[src/rtl/modn_ctr_ctrl.sv]
// modn_ctr_ctrl: sequencing controller for a mod-N counter datapath.
// A single-clock prescaler produces a one-cycle clock-enable for the
// counter. The modulus and divider arrive over a valid/ready handshake.
// Runs are continuous or one-shot under start/stop commands.
// Optional feature macro: MODN_CTRL_WRAPCNT_EN adds an 8-bit saturating
// wrap counter output (wrap_cnt).
module modn_ctr_ctrl #(
  parameter int WIDTH       = 4,
  parameter int DIV_WIDTH   = 21,
  parameter int DEFAULT_N   = 10,
  parameter int DEFAULT_DIV = 0
) (
  input  logic                 clk,
  input  logic                 rst,
  input  logic                 cfg_valid,
  output logic                 cfg_ready,
  input  logic [WIDTH-1:0]     cfg_mod,
  input  logic [DIV_WIDTH-1:0] cfg_div,
  input  logic                 cfg_oneshot,
  input  logic                 start,
  input  logic                 stop,
  input  logic [WIDTH-1:0]     ctr_val,
  output logic                 ctr_en,
  output logic                 ctr_clr,
  output logic [WIDTH-1:0]     ctr_mod,
  output logic                 wrap,
  output logic                 done,
`ifdef MODN_CTRL_WRAPCNT_EN
  output logic [7:0]           wrap_cnt,
`endif
  output logic                 busy
);

  typedef enum logic [1:0] {
    S_IDLE = 2'd0,
    S_ARM  = 2'd1,
    S_RUN  = 2'd2,
    S_DONE = 2'd3
  } state_t;

  // A modulus of zero is treated as one so the counter always has a legal range.
  function automatic logic [WIDTH-1:0] mod_eff_f(input logic [WIDTH-1:0] m);
    if (m == {WIDTH{1'b0}}) begin
      mod_eff_f = WIDTH'(1);
    end else begin
      mod_eff_f = m;
    end
  endfunction

  state_t               r_state;
  state_t               w_state_nxt;
  logic [WIDTH-1:0]     r_mod_eff;
  logic [WIDTH-1:0]     r_mod_last;
  logic [DIV_WIDTH-1:0] r_div;
  logic                 r_oneshot;
  logic [DIV_WIDTH-1:0] r_div_cnt;
  logic                 r_cfg_ready;
  logic                 r_busy;
  logic                 r_ctr_clr;
  logic                 r_done;
  logic                 w_at_top;
  logic                 w_ctr_en;
  logic                 w_wrap;
  logic                 w_cfg_take;

  assign w_at_top   = (r_div_cnt == r_div);
  assign w_cfg_take = (r_state == S_IDLE) & cfg_valid;

  // Next-state decode plus the combinational enable/wrap strobes.
  always_comb begin
    w_state_nxt = r_state;
    w_ctr_en    = 1'b0;
    w_wrap      = 1'b0;
    case (r_state)
      S_IDLE: begin
        if (start) begin
          w_state_nxt = S_ARM;
        end else begin
          w_state_nxt = S_IDLE;
        end
      end
      S_ARM: begin
        if (stop) begin
          w_state_nxt = S_IDLE;
        end else begin
          w_state_nxt = S_RUN;
        end
      end
      S_RUN: begin
        // stop suppresses the enable in the same cycle it is seen
        w_ctr_en = w_at_top & ~stop;
        w_wrap   = w_ctr_en & (ctr_val == r_mod_last);
        if (stop) begin
          w_state_nxt = S_IDLE;
        end else if (w_wrap & r_oneshot) begin
          w_state_nxt = S_DONE;
        end else begin
          w_state_nxt = S_RUN;
        end
      end
      S_DONE: begin
        w_state_nxt = S_IDLE;
      end
      default: begin
        w_state_nxt = S_IDLE;
      end
    endcase
  end

  // State register with status flags registered from the next state.
  always_ff @(posedge clk) begin
    if (rst) begin
      r_state     <= S_IDLE;
      r_cfg_ready <= 1'b1;
      r_busy      <= 1'b0;
      r_ctr_clr   <= 1'b0;
      r_done      <= 1'b0;
    end else begin
      r_state     <= w_state_nxt;
      r_cfg_ready <= (w_state_nxt == S_IDLE);
      r_busy      <= (w_state_nxt != S_IDLE);
      r_ctr_clr   <= (w_state_nxt == S_ARM);
      r_done      <= (w_state_nxt == S_DONE);
    end
  end

  // Configuration latch; only open while idle so a busy source must hold.
  always_ff @(posedge clk) begin
    if (rst) begin
      r_mod_eff  <= mod_eff_f(WIDTH'(DEFAULT_N));
      r_mod_last <= mod_eff_f(WIDTH'(DEFAULT_N)) - WIDTH'(1);
      r_div      <= DIV_WIDTH'(DEFAULT_DIV);
      r_oneshot  <= 1'b0;
    end else if (w_cfg_take) begin
      r_mod_eff  <= mod_eff_f(cfg_mod);
      r_mod_last <= mod_eff_f(cfg_mod) - WIDTH'(1);
      r_div      <= cfg_div;
      r_oneshot  <= cfg_oneshot;
    end else begin
      r_mod_eff  <= r_mod_eff;
      r_mod_last <= r_mod_last;
      r_div      <= r_div;
      r_oneshot  <= r_oneshot;
    end
  end

  // Prescaler: counts 0..r_div while running, parked at zero otherwise.
  always_ff @(posedge clk) begin
    if (rst) begin
      r_div_cnt <= {DIV_WIDTH{1'b0}};
    end else if ((r_state == S_RUN) && (w_state_nxt == S_RUN)) begin
      if (w_at_top) begin
        r_div_cnt <= {DIV_WIDTH{1'b0}};
      end else begin
        r_div_cnt <= r_div_cnt + DIV_WIDTH'(1);
      end
    end else begin
      r_div_cnt <= {DIV_WIDTH{1'b0}};
    end
  end

`ifdef MODN_CTRL_WRAPCNT_EN
  logic [7:0] r_wrap_cnt;

  // Saturating wrap counter, cleared each time a run is armed.
  always_ff @(posedge clk) begin
    if (rst) begin
      r_wrap_cnt <= 8'd0;
    end else if (r_state == S_ARM) begin
      r_wrap_cnt <= 8'd0;
    end else if (w_wrap && (r_wrap_cnt != 8'd255)) begin
      r_wrap_cnt <= r_wrap_cnt + 8'd1;
    end else begin
      r_wrap_cnt <= r_wrap_cnt;
    end
  end

  assign wrap_cnt = r_wrap_cnt;
`endif

  assign cfg_ready = r_cfg_ready;
  assign busy      = r_busy;
  assign ctr_clr   = r_ctr_clr;
  assign done      = r_done;
  assign ctr_mod   = r_mod_eff;
  assign ctr_en    = w_ctr_en;
  assign wrap      = w_wrap;

endmodule

[config.mk]
export PLATFORM = sky130hd
export DESIGN_NAME = modn_ctr_ctrl
export DESIGN_NICKNAME = d
export VERILOG_FILES = /design/src/rtl/modn_ctr_ctrl.sv
export SDC_FILE = /design/constraint.sdc
export NUM_CORES = 1
export LEC_CHECK = 0
export BUFFER_PORTS_ARGS = -buffer_cell sky130_fd_sc_hd__buf_2
export CAP_MARGIN = 30
export CORE_ASPECT_RATIO = 0.7
export CORE_UTILIZATION = 59
export DETAILED_ROUTE_END_ITERATION = 12
export PLACE_DENSITY = 0.95
export SYNTH_ARGS = -nofsm -noshare
export SYNTH_HDL_FRONTEND = slang
export SYNTH_SLANG_ARGS = --single-unit
[constraint.sdc]
create_clock -name clk -period 3.6 [get_ports clk]
set_input_delay 0.18 -clock clk [delete_from_list [all_inputs] [get_ports clk]]
set_output_delay 0.18 -clock clk [all_outputs]
set_load 0.01 [all_outputs]
==> key figures, run 1 <==
Run status
  • Status: finished, final reports clean

Critical path
  • Critical path startpoint category: flop
  • WP data required: 3.42 ns
  • Worst-path maximum fanout: 5
  • Arrival time at the worst endpoint: 2.10 ns
  • Worst Setup Path Type: flop to primary output
  • CP endpoint kind: primary output

Logic synthesis
  • Number of enable flip-flop cells after synthesis: 0
  • Mean post-synth cell area: 8.45 um^2
  • Post-Syn Nets: 325
  • Cells after Synth: 288
  • Sequential share of the synthesized area: 46.9%
  • Async set or reset register ratio after synthesis: 0%
  • Yosys reg bits: 57
  • Yosys top cell area share: 46.9%
  • Distinct cell type count after synthesis: 27
  • Ranking of synthesized cells by area: dfxtp_1, xor2_1, nand2_1
  • Synth area leader: dfxtp_1
  • Synth Warn #: 0
  • Ys flop type: dfxtp_1
  • Post-Syn Area: 2430 um^2

STA
  • Period Utilization, post-route: 63.4%
  • Final Critical Period: 2.28 ns
  • Highest clock rate: 438 MHz
  • Max-slew headroom: 39.7%
  • RSZ-0062 raised after global routing: no
  • Slew at the pin closest to its max-slew limit: 0.902 ns
  • Hold Fails Final Rpt: 0
  • # setup viols final: 0
  • Max Slew Vio Count: 0
  • TNS Setup: 0 ns
  • Worst Clk Skew: 0.00877 ns

Place
  • Placed instance count: 370
  • Detailed-placement wirelength estimate: 3820 um
  • Final Wtd Congestion: 0.820
  • Port bufs: 44

Global routing
  • GRT Total Usage: 28.2%
  • Pin count of the biggest net entering global routing: 35
  • Initial antenna violation count: 0
  • Vias in the first global route: 1994
  • Remaining Overflow, GRT: 0
  • First-pass GRT wire length: 9110 um

Routing
  • Routed Antenna Nets: 0
  • Number of iterations in the first detailed-routing pass: 4
  • Initial DRC Count: 105
  • Drc violations: 0
  • DR vias/cell: 5.40
  • DR WL/cell: 14.7 um
  • Final WL: 5700 um
  • Routed vias: 2089

Hold path
  • Hold Path Class: primary input to flop

Layout
  • Layout area overhead: 19.6%
  • Layout cell share with drive strength beyond 1: 18.8%
  • Fin cells: 387
  • Antenna Cells: 0
  • Final net count: 367

CTS
  • Sink Count: 57
  • Clock Latency Late Sink: 0.34 ns
  • Clock root cell: clkbuf_8
  • Post-CTS Setup Inserts: 0
  • H-Tree Depth: 3
  • Reg clk slew, reported paths: 0.07 ns
  • Post-cts sizing count: 0
  • CTS tree: done
  • Num CTS Buffers: 9
  • CTS Hold Bufs: 0
  • Worst-case clock buffer depth: 2

Floorplanning
  • Core area: 3950 um^2
  • Die span in y: 55.7 um
  • DIE AREA: 4390 um^2
  • Starting Density: 61.7%
  • Row count: 19
  • I/O pin cnt: 45
  • Width of the chip: 78.8 um

Flow run
  • Max-Cap Viols: 0

Power
  • Psw: 361 uW
  • Pwr per Cell Area: 503 nW/um^2
  • Leakage: 1.29 nW
  • Max IR drop VDD: 0.413 mV
  • Reg power frac: 46.2%
  • Net Sw Frac: 24.6%
  • Combinational fraction of design power: 8.8%
  • Clock power frac: 44.9%
  • Pint: 1.10 mW
## critical path, stage by stage, from the launching register on
cell	delay [ns]
dfxtp_1	0.41
xor2_1	0.11
nor4_1	0.39
nand4_1	0.23
or2_1	0.30
nor3_1	0.17
buf_2	0.16
## flip-flops by register name (all words and copies together) (netlist names)
name / count
r_div: 21
r_state: 2
ctr_mod: 4
r_oneshot: 1
ctr_clr: 1
r_mod_last: 4
cfg_ready: 1
done: 1
busy: 1
r_div_cnt: 21
## cells in the mapped netlist, types with 4 or more instances
cell,count
inv_1,5
and4_1,4
xor2_1,40
clkbuf_1,10
and3_1,5
nor4_1,5
buf_2,5
nor3_1,4
nand4_1,4
nor2_1,27
and2_1,5
xnor2_1,6
nand2_1,61
dfxtp_1,57
nand3_1,8
a21oi_1,26
## cell families after synthesis
| group | Yosys count | share of synthesized area, % |
|---|---|---|
| AO/OA/AOI/OAI | 33 | 7.56 |
| XOR/XNOR | 46 | 16.6 |
| AND/OR/NAND/NOR | 130 | 24.6 |
| flip-flops | 57 | 46.9 |
| buffers and inverters | 20 | 3.34 |
| adder cells (fa/ha/maj) | 2 | 1.03 |
## cells in the final DEF (no fill, tap or decap), types with 5 or more instances in the layout
| master | Yosys | layout |
|---|---|---|
| buf_2 | 5 | 44 |
| clkbuf_8 | 0 | 9 |
| a21oi_1 | 26 | 26 |
| nor2_1 | 27 | 27 |
| dfxtp_1 | 57 | 57 |
| and3_1 | 5 | 5 |
| and2_1 | 5 | 5 |
| nand3_1 | 8 | 8 |
| xor2_1 | 40 | 40 |
| xnor2_1 | 6 | 6 |
| inv_1 | 5 | 5 |
| nor4_1 | 5 | 5 |
| nand2_1 | 61 | 61 |
## final timing paths
check / from / end / slack [ns] / cells past startpoint
worst max-delay path: r_div_cnt[2] / wrap / 1.32 / 6
worst min-delay path: cfg_div[9] / r_div[9] / 0.08 / 3
worst max register to register: r_div_cnt[2] / r_div_cnt[6] / 1.58 / 6
worst min register to register: r_oneshot / r_oneshot / 0.46 / 2
## power by group through the flow
stage / Sequential (mW) / Clock (mW) / Combinational, mW
after floorplan: 0.688 / 0 / 0.0770
after global placement: 0.688 / 0 / 0.115
after detailed placement: 0.690 / 0 / 0.121
after CTS: 0.676 / 0.660 / 0.122
after global routing: 0.679 / 0.691 / 0.143
final: 0.677 / 0.658 / 0.129
## per-stage QoR
| stage | utilization (%) | area [um^2] | setup WS, ns | power (mW) | hold WS, ns |
|---|---|---|---|---|---|
| floorplan | - | 2430 | 2.00 | 0.765 | 0.304 |
| global placement | 67.5 | 2660 | 1.76 | 0.803 | 0.406 |
| detailed placement | 67.5 | 2660 | 1.67 | 0.810 | 0.424 |
| CTS | 73.1 | 2880 | 1.36 | 1.46 | 0.0654 |
| global route | 73.7 | 2910 | 1.18 | 1.51 | 0.0672 |
| finish | 73.7 | 2910 | 1.32 | 1.46 | 0.0753 |
## final cells by class
cell class,count,area [um^2]
Clock buffer,9,124
Clock inverter,7,95.1
Fill cell,288,1040
Inverter,5,18.8
Multi-Input combinational cell,211,1210
Sequential cell,57,1140
Tap cell,52,65.1
Timing Repair Buffer,46,255
## layer usage
metal  vias up  global-route usage [%]  wire length, um
met5         -                       0                0
met4         0                    11.1              119
met3        14                    9.51              357
met2        82                    45.0             2720
met1       968                    35.0             2500
li1       1025                       -                -
(Power assumes the default switching activity.)
==> run 2: changes to the inputs <==
--- a/config.mk
+++ b/config.mk
@@ -8,9 +8,9 @@
 export BUFFER_PORTS_ARGS = -buffer_cell sky130_fd_sc_hd__buf_2
 export CAP_MARGIN = 30
 export CORE_ASPECT_RATIO = 0.7
-export CORE_UTILIZATION = 59
+export CORE_UTILIZATION = 54
 export DETAILED_ROUTE_END_ITERATION = 12
-export PLACE_DENSITY = 0.95
+export PLACE_DENSITY = 0.9
 export SYNTH_ARGS = -nofsm -noshare
 export SYNTH_HDL_FRONTEND = slang
 export SYNTH_SLANG_ARGS = --single-unit
==> constraint.sdc (replaced) <==
create_clock -name clk -period 2.38 [get_ports clk]
set_input_delay 0.119 -clock clk [delete_from_list [all_inputs] [get_ports clk]]
set_output_delay 0.119 -clock clk [all_outputs]
set_load 0.01 [all_outputs]
==> key figures, run 2 (synthesis gave the netlist of run 1 again) <==
Critical path
  • Reg2reg path depth: 6 (unchanged)
  • Top delay family on crit path: simple AND/OR/NAND/NOR gates (unchanged)
  • CP Cell Sequence: xor2_1, nor4_1, nand4_1, or2_1, nor3_1, buf_2 (unchanged)
  • Crit path buf inv count: 1 (unchanged)
  • WP depth: 6 (unchanged)
  • Worst path max stage delay: 0.44 ns (was 0.41 ns)
  • WP data required: 2.26 ns (was 3.42 ns)
  • End of the worst register-to-register path: r_div_cnt[18] (was r_div_cnt[6])
  • Critical path startpoint category: flop (unchanged)
  • Critical path endpoint: wrap (unchanged)
  • Arrival time at the worst endpoint: 2.09 ns (was 2.10 ns)
  • Reg-to-reg slack, setup: 0.53 ns (was 1.58 ns)
  • Crit-path slowest cell: dfxtp_1 (unchanged)
  • Worst-path maximum fanout: 6 (was 5)
  • CP endpoint kind: primary output (unchanged)
  • Reg-to-reg startpoint: r_div_cnt[7] (was r_div_cnt[2])
  • Setup crit start: r_div_cnt[7] (was r_div_cnt[2])
  • Worst Setup Path Type: flop to primary output (unchanged)

Place
  • Detailed-placement wirelength estimate: 3730 um (was 3820 um)
  • Placement Setup Slack: 0.612 ns (was 1.67 ns)
  • Placed instance count: 376 (was 370)
  • Port bufs: 44 (unchanged)
  • Final Wtd Congestion: 0.836 (was 0.820)

CTS
  • Worst-case clock buffer depth: 2 (unchanged)
  • Sink Count: 57 (unchanged)
  • Post-CTS Setup Inserts: 0 (unchanged)
  • Num CTS Buffers: 9 (unchanged)
  • Clock root cell: clkbuf_8 (unchanged)
  • Clock Latency Late Sink: 0.34 ns (about the same)
  • CTS Hold Bufs: 0 (unchanged)
  • CTS tree: done (unchanged)
  • Post-cts sizing count: 0 (unchanged)
  • Reg clk slew, reported paths: 0.06 ns (was 0.07 ns)
  • H-Tree Depth: 3 (unchanged)

STA
  • Final Critical Period: 2.21 ns
  • Worst setup margin: 0.173 ns (was 1.32 ns)
  • Worst Clk Skew: 0.00576 ns (was 0.00877 ns)
  • # setup viols final: 0 (unchanged)
  • Highest clock rate: 453 MHz
  • Max Slew Vio Count: 0 (unchanged)
  • Period Utilization, post-route: 92.7%
  • Hold Fails Final Rpt: 0 (unchanged)
  • TNS Setup: 0 ns (unchanged)
  • RSZ-0062 raised after global routing: no (unchanged)
  • Slew at the pin closest to its max-slew limit: 0.349 ns (was 0.902 ns)
  • Max-slew headroom: 76.5% (was 39.7%)

Run status
  • Status: finished, final reports clean (unchanged)

Floorplanning
  • Width of the chip: 82.2 um (was 78.8 um)
  • DIE AREA: 4780 um^2 (was 4390 um^2)
  • Starting Density: 56.2% (was 61.7%)
  • Die span in y: 58.2 um (was 55.7 um)
  • Core area: 4330 um^2 (was 3950 um^2)
  • Row count: 20 (was 19)
  • I/O pin cnt: 45 (unchanged)

Power
  • Max IR drop VDD: 0.427 mV (was 0.413 mV)
  • Pwr per Cell Area: 749 nW/um^2 (was 503 nW/um^2)
  • Leakage: 1.30 nW (was 1.29 nW)

Layout
  • Fin cells: 391 (was 387)
  • Final net count: 369 (was 367)
  • Commonest non-fill, non-tap cells in the layout: nand2_1, dfxtp_1, buf_2 (unchanged)
  • Layout cell share with drive strength beyond 1: 19.0% (was 18.8%)
  • Commonest non-fill, non-tap cell in the layout: nand2_1 (unchanged)
  • Antenna Cells: 0 (unchanged)
  • Layout area overhead: 19.3% (was 19.6%)
  • Top flop regs: r_div: 21 flops, r_div_cnt: 21 flops (unchanged)

Flow run
  • Max-Cap Viols: 0 (unchanged)

Routing
  • Initial DRC Count: 105 (unchanged)
  • Final WL: 5560 um (was 5700 um)
  • DR WL/cell: 14.2 um (was 14.7 um)
  • Routed vias: 2098 (was 2089)
  • Routed Antenna Nets: 0 (unchanged)
  • Drc violations: 0 (unchanged)
  • Number of iterations in the first detailed-routing pass: 4 (unchanged)
  • DR vias/cell: 5.37 (was 5.40)

Global routing
  • Remaining Overflow, GRT: 0 (unchanged)
  • Vias in the first global route: 1982 (was 1994)
  • GRT Total Usage: 26.8% (was 28.2%)
  • Pin count of the biggest net entering global routing: 34 (was 35)
  • Initial antenna violation count: 0 (unchanged)
  • First-pass GRT wire length: 9200 um (was 9110 um)

Hold path
  • Hold Path Class: primary input to flop (unchanged)
[run 2: stage by stage]
step / hold slack (ns) / util [%] / total power, mW / cell area [um^2]
4_1_cts: 0.00157 / 67.1 / 2.18 / 2900
2_1_floorplan: 0.243 / - / 1.16 / 2430
6_report: 0.0134 / 67.1 / 2.17 / 2900
3_3_place_gp: 0.350 / 62.1 / 1.22 / 2690
5_1_grt: 0.00574 / 67.1 / 2.25 / 2900
3_5_place_dp: 0.356 / 62.1 / 1.23 / 2690
[run 2: cell type report]
class,instances,area (um^2)
inverter,5,18.8
sequential,57,1140
tap,55,68.8
timing repair buffer,48,250
clock buffer,13,179
fill,343,1430
clock inverter,2,35.0
multi-input combinational,211,1210
[run 2: worst min path at each step]
| stage | from | endpoint | slack [ns] | cells after the start |
|---|---|---|---|---|
| after global routing | cfg_div[10] | r_div[10] | 0.006 | 3 |
| after CTS | cfg_div[15] | r_div[15] | 0.002 | 3 |
| after floorplan | start | ctr_clr | 0.24 | 1 |
| after global placement | start | ctr_clr | 0.35 | 2 |
| final | cfg_div[15] | r_div[15] | 0.01 | 3 |
| after detailed placement | start | ctr_clr | 0.36 | 2 |
[run 2: per-layer routing]
layer	vias to the layer above	GRT usage, %	wire, um
met5	-	0	0
met3	11	12.3	438
met2	76	39.2	2530
li1	1034	-	-
met4	0	9.27	85
met1	977	34.7	2510
[run 2: power by group]
group	internal [mW]	switching (mW)	leakage, nW
Combinational	0.0828	0.110	0.722
Clock	0.590	0.368	0.112
Sequential	0.995	0.0291	0.466
[run 2: worst register-to-register path, delay by kind of cell (launching register included)]
kind / cells / cell delay (ns)
xor gates and xnor gates: 1 / 0.11
DFF: 1 / 0.44
buffers and inverters: 1 / 0.27
AOI/OAI and AO/OA: 1 / 0.22
and+or+nand+nor: 3 / 0.71
==> run 3: changes to the inputs <==
--- a/config.mk
+++ b/config.mk
@@ -5,10 +5,11 @@
 export SDC_FILE = /design/constraint.sdc
 export NUM_CORES = 1
 export LEC_CHECK = 0
+export ABC_AREA = 1
 export BUFFER_PORTS_ARGS = -buffer_cell sky130_fd_sc_hd__buf_2
 export CAP_MARGIN = 30
 export CORE_ASPECT_RATIO = 0.7
-export CORE_UTILIZATION = 54
+export CORE_UTILIZATION = 55
 export DETAILED_ROUTE_END_ITERATION = 12
 export PLACE_DENSITY = 0.9
 export SYNTH_ARGS = -nofsm -noshare
==> key figures, run 3 <==
Critical path
  • End of the worst register-to-register path: r_div_cnt[16] (was r_div_cnt[18])
  • Critical path startpoint category: flop (unchanged)
  • Reg-to-reg startpoint: r_div_cnt[0] (was r_div_cnt[7])
  • WP data required: 2.26 ns (about the same)
  • Worst-path maximum fanout: 5 (was 6)
  • Reg-to-reg slack, setup: 0.53 ns (about the same)
  • Reg2reg path depth: 10 (was 6)
  • Arrival time at the worst endpoint: 1.83 ns (was 2.09 ns)
  • Worst Setup Path Type: flop to primary output (unchanged)
  • CP endpoint kind: primary output (unchanged)

Power
  • Net Sw Frac: 22.3% (was 23.3%)
  • Max IR drop VDD: 0.438 mV (was 0.427 mV)
  • Leakage: 1.35 nW (was 1.30 nW)
  • Combinational fraction of design power: 8.9% (about the same)
  • Psw: 522 uW (was 506 uW)
  • Pwr per Cell Area: 747 nW/um^2 (was 749 nW/um^2)
  • Overall power: 2.34 mW (was 2.17 mW)
  • Reg power frac: 44.1% (was 47.1%)
  • Pint: 1.82 mW (was 1.67 mW)
  • Clock power frac: 47.0% (was 44.0%)

CTS
  • Post-cts sizing count: 0 (unchanged)
  • Reg clk slew, reported paths: 0.06 ns (about the same)
  • Post-CTS Setup Inserts: 0 (unchanged)
  • Worst-case clock buffer depth: 2 (unchanged)
  • CTS Hold Bufs: 0 (unchanged)
  • Clock root cell: clkbuf_8 (unchanged)
  • CTS tree: done (unchanged)
  • H-Tree Depth: 3 (unchanged)
  • Sink Count: 57 (unchanged)
  • Clock Latency Late Sink: 0.33 ns (was 0.34 ns)
  • Num CTS Buffers: 9 (unchanged)

Layout
  • Layout area overhead: 18.3% (was 19.3%)
  • Layout cell share with drive strength beyond 1: 19.0% (about the same)
  • Commonest non-fill, non-tap cells in the layout: nand2_1, nor2_1, dfxtp_1 (was nand2_1, dfxtp_1, buf_2)
  • Final net count: 442 (was 369)
  • Top flop regs: r_div: 21 flops, r_div_cnt: 21 flops (unchanged)
  • Final core utilization: 69.9% (was 67.1%)
  • Fin cells: 465 (was 391)
  • Antenna Cells: 0 (unchanged)
  • Commonest non-fill, non-tap cell in the layout: nand2_1 (unchanged)
  • Fill count: 360 (was 343)
  • Fin area: 3130 um^2 (was 2900 um^2)

Place
  • Placement Setup Slack: 0.560 ns (was 0.612 ns)
  • Port bufs: 44 (unchanged)
  • Detailed-placement wirelength estimate: 3860 um (was 3730 um)
  • Placed Area: 2890 um^2 (was 2690 um^2)
  • Final Wtd Congestion: 0.856 (was 0.836)
  • Placed instance count: 449 (was 376)

Global routing
  • First-pass GRT wire length: 8910 um (was 9200 um)
  • Initial antenna violation count: 0 (unchanged)
  • Remaining Overflow, GRT: 0 (unchanged)
  • Vias in the first global route: 2081 (was 1982)
  • GRT Total Usage: 23.1% (was 26.8%)
  • Pin count of the biggest net entering global routing: 39 (was 34)

Floorplanning
  • Core area: 4480 um^2 (was 4330 um^2)
  • I/O pin cnt: 45 (unchanged)
  • Row count: 20 (unchanged)
  • Width of the chip: 84.9 um (was 82.2 um)
  • Die span in y: 60.1 um (was 58.2 um)
  • DIE AREA: 5100 um^2 (was 4780 um^2)
  • Starting Density: 59.1% (was 56.2%)

STA
  • Slew at the pin closest to its max-slew limit: 0.838 ns (was 0.349 ns)
  • Worst Clk Skew: 0.0105 ns (was 0.00576 ns)
  • Final Critical Period: 1.95 ns (was 2.21 ns)
  • Highest clock rate: 512 MHz (was 453 MHz)
  • TNS Setup: 0 ns (unchanged)
  • Period Utilization, post-route: 82.1% (was 92.7%)
  • RSZ-0062 raised after global routing: no (unchanged)
  • Worst setup margin: 0.427 ns (was 0.173 ns)
  • Hold Fails Final Rpt: 0 (unchanged)
  • Hold_ws: 0.0218 ns (was 0.0134 ns)
  • Max Slew Vio Count: 0 (unchanged)
  • # setup viols final: 0 (unchanged)
  • Max-slew headroom: 44.1% (was 76.5%)

Logic synthesis
  • Top-count cell post-synth: nand2_1 (unchanged)
  • Synth area leader: dfxtp_1 (unchanged)
  • Number of enable flip-flop cells after synthesis: 0 (unchanged)
  • Yosys top cell area share: 43.1% (was 46.9%)
  • Cells after Synth: 360 (was 288)
  • Synth top cells by count: nand2_1, nor2_1, dfxtp_1 (was nand2_1, dfxtp_1, xor2_1)
  • Distinct cell type count after synthesis: 29 (was 27)
  • Post-Syn Area: 2650 um^2 (was 2430 um^2)
  • Mean post-synth cell area: 7.35 um^2 (was 8.45 um^2)
  • Synth Warn #: 0 (unchanged)
  • Yosys reg bits: 57 (unchanged)
  • Sequential share of the synthesized area: 43.1% (was 46.9%)
  • Ranking of synthesized cells by area: dfxtp_1, nand2_1, nor2_1 (was dfxtp_1, xor2_1, nand2_1)
  • Ys flop type: dfxtp_1 (unchanged)
  • Async set or reset register ratio after synthesis: 0% (unchanged)
  • Post-Syn Nets: 397 (was 325)

Hold path
  • Hold path start: cfg_mod[3] (was cfg_div[15])
  • Hold EP: r_mod_last[3] (was r_div[15])
  • Hold-critical path depth: 3 (unchanged)
  • Hold Path Class: primary input to flop (unchanged)

Flow run
  • Max-Cap Viols: 0 (unchanged)

Routing
  • Number of iterations in the first detailed-routing pass: 6 (was 4)
  • DR vias/cell: 5.02 (was 5.37)
  • Final WL: 5350 um (was 5560 um)
  • Routed Antenna Nets: 0 (unchanged)
  • Routed vias: 2333 (was 2098)
  • DR WL/cell: 11.5 um (was 14.2 um)
  • Drc violations: 0 (unchanged)
  • Initial DRC Count: 110 (was 105)

Run status
  • Status: finished, final reports clean (unchanged)
-- run 3: cell count changes after synthesis, sizes merged, moves of 3 or more --
cell / delta
inv: +41
nor2: +45
xor2: -21
nand3: +6
a21oi: -12
and2: -5
o21ai: +24
nand2: +5
nor4: -5
xnor2: +7
and4: -4
o211ai: +3
and3: -4
-- run 3: logic make-up (layout without fill, tap and decap cells) --
logic type	count (synthesis)	in the layout	synth area share (%)
fa+ha+maj	2	2	0.945
compound gates	44	44	8.88
xor+xnor	32	32	10.6
buf+inv	57	107	8.65
simple gates	168	168	27.8
flops	57	57	43.1
-- run 3: routing by layer --
metal / track usage, % / vias to the layer above / routed length, um
li1: - / 1211 / -
met1: 28.6 / 1060 / 2570
met2: 38.3 / 51 / 2370
met3: 7.73 / 11 / 313
met4: 8.23 / 0 / 87
met5: 0 / - / 0
-- run 3: worst max path at each step --
stage                          endpoint  cells past startpoint     startpoint  slack [ns]
after global placement    r_div_cnt[16]                     10   r_div_cnt[0]        0.68
after global routing               wrap                     11  r_div_cnt[12]        0.22
after detailed placement  r_div_cnt[16]                     10   r_div_cnt[0]        0.56
after floorplan           r_div_cnt[16]                     10   r_div_cnt[0]        0.77
final                            ctr_en                     11   r_div_cnt[5]        0.43
after CTS                        ctr_en                     11   r_div_cnt[5]        0.38
-- run 3: final cells by class --
class | count | area, um^2 | share of cell area [%]
clock buffer | 11 | 141 | 4.51
clock inverter | 5 | 103 | 3.28
inverter | 46 | 173 | 5.51
multi-input combinational | 246 | 1280 | 40.8
sequential | 57 | 1140 | 36.4
tap | 55 | 68.8 | 2.20
timing repair buffer | 45 | 228 | 7.27
-- run 3: power groups by stage --
stage,sequential [mW],combinational [mW],clock (mW)
after floorplan,1.05,0.137,0
after global placement,1.05,0.200,0
after detailed placement,1.05,0.207,0
after CTS,1.03,0.209,1.12
after global routing,1.04,0.240,1.17
final,1.03,0.208,1.10
-- run 3: worst max-delay path: stages (launching register included) --
cell     delay [ns]
dfxtp_1        0.41
inv_1          0.10
nand2_1        0.07
nand2_1        0.05
nor2_1         0.10
nand2_1        0.06
nor2_1         0.15
nand2_1        0.09
nor2_1         0.18
nand2_1        0.10
nor2_1         0.09
buf_2          0.13
